File: src/rtl/viterbi_state_sequencer.sv
// Trellis sweep sequencer: for each accepted symbol, walks state indices 0..7
// into the path-metric decoder, counts symbols and pulses traceback every TB_DEPTH.
module viterbi_state_sequencer #(
  parameter int TB_DEPTH = 16,
  parameter int CNT_W    = 5
) (
  input  logic             clk,
  input  logic             rst,
  input  logic             sym_valid,
  output logic             sym_ready,
  input  logic [1:0]       sym_in,
  input  logic             abort,
  output logic [2:0]       st_idx,
  output logic             st_choose,
  output logic [1:0]       sym_out,
  output logic             sweep_done,
  output logic             tb_start,
  output logic [CNT_W-1:0] sym_cnt
);

  // state  | meaning
  // IDLE   | waiting for a symbol, sym_ready=1
  // SWEEP  | driving st_idx 0..7 with st_choose=1
  // DONE   | sweep_done (and maybe tb_start) visible, symbol count updates
  typedef enum logic [1:0] {IDLE, SWEEP, DONE} state_t;

  localparam logic [CNT_W-1:0] CNT_LAST = CNT_W'(TB_DEPTH - 1);

  state_t           state_q, state_d;
  logic             sym_ready_q, sym_ready_d;
  logic [2:0]       st_idx_q, st_idx_d;
  logic             st_choose_q, st_choose_d;
  logic [1:0]       sym_out_q, sym_out_d;
  logic             sweep_done_q, sweep_done_d;
  logic             tb_start_q, tb_start_d;
  logic [CNT_W-1:0] sym_cnt_q, sym_cnt_d;

  always_comb begin
    state_d      = state_q;
    sym_ready_d  = sym_ready_q;
    st_idx_d     = st_idx_q;
    st_choose_d  = st_choose_q;
    sym_out_d    = sym_out_q;
    sweep_done_d = 1'b0;
    tb_start_d   = 1'b0;
    sym_cnt_d    = sym_cnt_q;

    case (state_q)
      IDLE: begin
        sym_ready_d = 1'b1;
        st_choose_d = 1'b0;
        st_idx_d    = 3'd0;
        if (sym_valid && sym_ready_q && !abort) begin
          sym_out_d   = sym_in;
          st_choose_d = 1'b1;
          sym_ready_d = 1'b0;
          state_d     = SWEEP;
        end
      end
      SWEEP: begin
        if (abort) begin
          state_d     = IDLE;
          st_choose_d = 1'b0;
          st_idx_d    = 3'd0;
          sym_ready_d = 1'b1;
        end else if (st_idx_q == 3'd7) begin
          state_d      = DONE;
          st_choose_d  = 1'b0;
          st_idx_d     = 3'd0;
          sweep_done_d = 1'b1;
          tb_start_d   = (sym_cnt_q == CNT_LAST);
        end else begin
          st_idx_d = st_idx_q + 3'd1;
        end
      end
      DONE: begin
        // pulses are already out, so abort here changes nothing; the count always commits
        sym_cnt_d   = (sym_cnt_q == CNT_LAST) ? '0 : sym_cnt_q + 1'b1;
        sym_ready_d = 1'b1;
        st_choose_d = 1'b0;
        st_idx_d    = 3'd0;
        state_d     = IDLE;
      end
      default: begin
        state_d     = IDLE;
        sym_ready_d = 1'b1;
        st_choose_d = 1'b0;
        st_idx_d    = 3'd0;
      end
    endcase
  end

  always_ff @(posedge clk) begin
    if (rst) begin
      state_q      <= IDLE;
      sym_ready_q  <= 1'b1;
      st_idx_q     <= 3'd0;
      st_choose_q  <= 1'b0;
      sym_out_q    <= 2'b00;
      sweep_done_q <= 1'b0;
      tb_start_q   <= 1'b0;
      sym_cnt_q    <= '0;
    end else begin
      state_q      <= state_d;
      sym_ready_q  <= sym_ready_d;
      st_idx_q     <= st_idx_d;
      st_choose_q  <= st_choose_d;
      sym_out_q    <= sym_out_d;
      sweep_done_q <= sweep_done_d;
      tb_start_q   <= tb_start_d;
      sym_cnt_q    <= sym_cnt_d;
    end
  end

  assign sym_ready  = sym_ready_q;
  assign st_idx     = st_idx_q;
  assign st_choose  = st_choose_q;
  assign sym_out    = sym_out_q;
  assign sweep_done = sweep_done_q;
  assign tb_start   = tb_start_q;
  assign sym_cnt    = sym_cnt_q;

endmodule
File: config.mk
export PLATFORM = sky130hd
export DESIGN_NAME = viterbi_state_sequencer
export DESIGN_NICKNAME = d
export VERILOG_FILES = /design/src/rtl/viterbi_state_sequencer.sv
export SDC_FILE = /design/constraint.sdc
export NUM_CORES = 1
export LEC_CHECK = 0
export CAP_MARGIN = 25
export CELL_PAD_IN_SITES_DETAIL_PLACEMENT = 0
export CELL_PAD_IN_SITES_GLOBAL_PLACEMENT = 1
export CORE_UTILIZATION = 35
export CTS_BUF_LIST = sky130_fd_sc_hd__clkbuf_4
export DETAILED_ROUTE_END_ITERATION = 16
export GPL_ROUTABILITY_DRIVEN = 0
export PLACE_DENSITY_LB_ADDON = 0.1
export SLEW_MARGIN = 30
export SYNTH_ARGS = -nofsm -noshare
export SYNTH_HDL_FRONTEND = slang
export SYNTH_SLANG_ARGS = --single-unit
File: constraint.sdc
create_clock -name clk -period 1.62 [get_ports clk]
set_input_delay 0.324 -clock clk [delete_from_list [all_inputs] [get_ports clk]]
set_output_delay 0.324 -clock clk [all_outputs]
set_load 0.01 [all_outputs]
==> results.md <==
- Run status: complete, no violations
- Minimum hold slack: between 400 and 500 ps
- Total grt overflow: 0
- Die Width: between 40 and 50 um
- Minimum clock period: 1520 ps
- LEAKAGE: ~0.36 nW
- CTS tree: yes
- Switch share: a little over a fifth
- Cells after synthesis: 62
- Worst path arrival time: approximately 1200 ps
- IO Pins: 20
- Share of cells above drive strength 1: between 10% and 20%
- Part of the power in registers: between 60% and 70%
- Max cap viols: 0
- Max VDD drop: around 0.46 mV
- Switching power: 0.000146 W
- Fmax: between 0.6 and 0.7 GHz
- Clk_skew: 0.723 ps
- Clock tree sinks: 16
- WHS Path Cells: 1
- Mapped Area: approximately 640 um2
- Power Dens Cells: between 700 and 800 mW/mm2
- Final setup viols: 0
- Critical path depth: 1
- CP Buf/Inv Count: 1
- Final Hold Fails: 0
- Area grow syn2layout: 39.5%
- WS Path Type: reg -> out
- Sequential area share after synthesis: 50.3%
- Routed vias/inst: between 4 and 5
- Clock share of power: between 20% and 30%
- Commonest non-fill, non-tap cell in the layout: clkdlybuf4s50_1
- Vias in the first global route: between 400 and 500
- Via count: about 500
- Worst path required time: approximately 1300 ps
- Core ar.: between 0.0015 and 0.002 mm2
- Worst skew pair latency: around 270 ps
- Critical Path, Cell by Cell: clkdlybuf4s50_1
- Worst-Margin Slew: 396 ps
- Synth unique cells: 26
- FF-to-FF path depth: 4
- PortBufs: 19
- RSZ-0062 raised after global routing: false
- Initial drt markers: 3
- Die area: ~0.0020 mm2
- Residual DRC: 0
- Antenna violations before repair: 0
- Max-Slew Margin vs Limit: 73.4%
- Slew Viols, Final: 0
- Slowest cell on crit path: clkdlybuf4s50_1
- Critical Path Start Type: register
- Detailed Route WL: about 1.1 mm
- CTS Buf Count: 3
- Internal: 0.000532 W
- Die height: 44.7 um
- Total Power: between 0.0006 and 0.0007 W
- Avg Inst Size Synth: 10.3 um2
- Pin count of the biggest net entering global routing: 12
- Initial Util: approximately 37%
- Antenna diodes: 0
- Filler instances: around 170
- Max clock buf depth: 2
- Routed wire per std cell: roughly 9.9 um
- Most frequent cells in the layout: 19 x clkdlybuf4s50_1, 13 x dfxtp_1, 5 x nand2_1, 5 x nor2_1
- Gr usage total: between 10 and 15%
- Nets: 95
- Flops & latches, synth: 16
- First-pass GRT wire length: around 1.9 mm
- Hold Crit Class: reg -> reg
- DR pass1 iterations: 4
- Post-route ant nets: 0
- Synth warn: 0
- Gate power share: roughly a tenth
- Setup repair bufs after CTS: 0
- CP Capture Type: primary output
- Worst-path clk slew: approximately 90 ps
- Rows: 15
- CTS root buf: clkbuf_4
- Max Fanout on Critical Path: 4
- H-tree levels: 1
- Max incr delay on CP: around 550 ps
- Period utilization: between 90% and 100%
- Family with the most delay on the worst path: buffers and inverters
- Sum of negative setup slack: 0 ps
- Syn_nets: between 70 and 80
## cells by family (layout without fill, tap and decap cells)
kind of cell / Yosys count / after routing / share of synthesized area [%]
xor gates and xnor gates: 1 / 1 / 1.38
and+or+nand+nor: 30 / 30 / 28.7
AOI/OAI and AO/OA: 4 / 4 / 3.93
buffers and inverters: 4 / 27 / 3.54
DFF: 16 / 16 / 50.3
muxes: 4 / 4 / 6.29
adders and majority gates: 3 / 3 / 5.89
## metrics by stage
stage,util (%),instance area [um2],setup slack (ps),instances
floorplan,-,637,432,62
global placement,50.3,858,62.3,106
detailed placement,50.3,858,36.5,106
CTS,51.8,885,31.9,110
global route,52.0,888,32.3,110
finish,52.0,888,97.1,110
## power groups by stage
stage               Clock (W)  Sequential [W]  Combinational (W)
global placement            0        0.000421          0.0000631
CTS                  0.000216        0.000412          0.0000639
finish               0.000203        0.000413          0.0000629
detailed placement          0        0.000421          0.0000635
floorplan                   0        0.000421          0.0000291
global route         0.000241        0.000414          0.0000691
## layout make-up
type	count	area [um2]	share of cell area [%]
inverter	2	7.51	0.845
timing repair buffer	21	205	23.1
clock buffer	3	22.5	2.54
tap	25	31.3	3.52
multi-input combinational	42	294	33.1
sequential	16	324	36.5
clock inverter	1	3.75	0.423
## flip-flops by register name (all words and copies together), names as in the netlist
| name | flops |
|---|---|
| sym_out | 2 |
| state_q | 2 |
| tb_start | 1 |
| st_choose | 1 |
| sym_ready | 1 |
| sym_cnt | 5 |
| st_idx | 3 |
| sweep_done | 1 |
## cells in the mapped netlist (all sizes together)
master | n | area share [%]
a21oi | 1 | 0.79
a31oi | 1 | 0.98
and2 | 2 | 2.0
and3b | 1 | 1.6
buf | 1 | 1.8
clkbuf | 1 | 0.59
dfxtp | 16 | 50
ha | 3 | 5.9
inv | 2 | 1.2
mux2i | 4 | 6.3
nand2 | 5 | 2.9
nand2b | 5 | 6.1
nand3 | 3 | 2.4
nand3b | 2 | 2.4
nand4b | 1 | 1.4
nor2 | 5 | 2.9
nor3 | 1 | 0.79
nor3b | 1 | 1.2
nor4 | 1 | 0.98
o21ai | 1 | 0.79
o2bb2ai | 1 | 1.4
or3 | 1 | 0.98
or3b | 1 | 1.4
or4 | 1 | 1.8
xor2 | 1 | 1.4
## timing repair
item	4_1_cts	5_1_grt
hold buffers	0	0
gates resized for setup	0	3
endpoints found under the setup margin	0	3
## path summary, 6_finish.rpt
kind	slack, ps	start	to
max	100	sym_cnt[1]	sym_cnt[1]
min	450	st_idx[0]	st_idx[0]
max reg2reg	380	sym_cnt[0]	sym_cnt[0]
min reg2reg	450	st_idx[0]	st_idx[0]
## metal layers
metal  share of wire, %  global-route usage (%)
met1                 47                    16.7
met4                1.1                    7.27
met3                4.7                    3.67
met5                  0                       0
met2                 48                    21.2
Note: power is estimated with default switching activity, not from simulation.
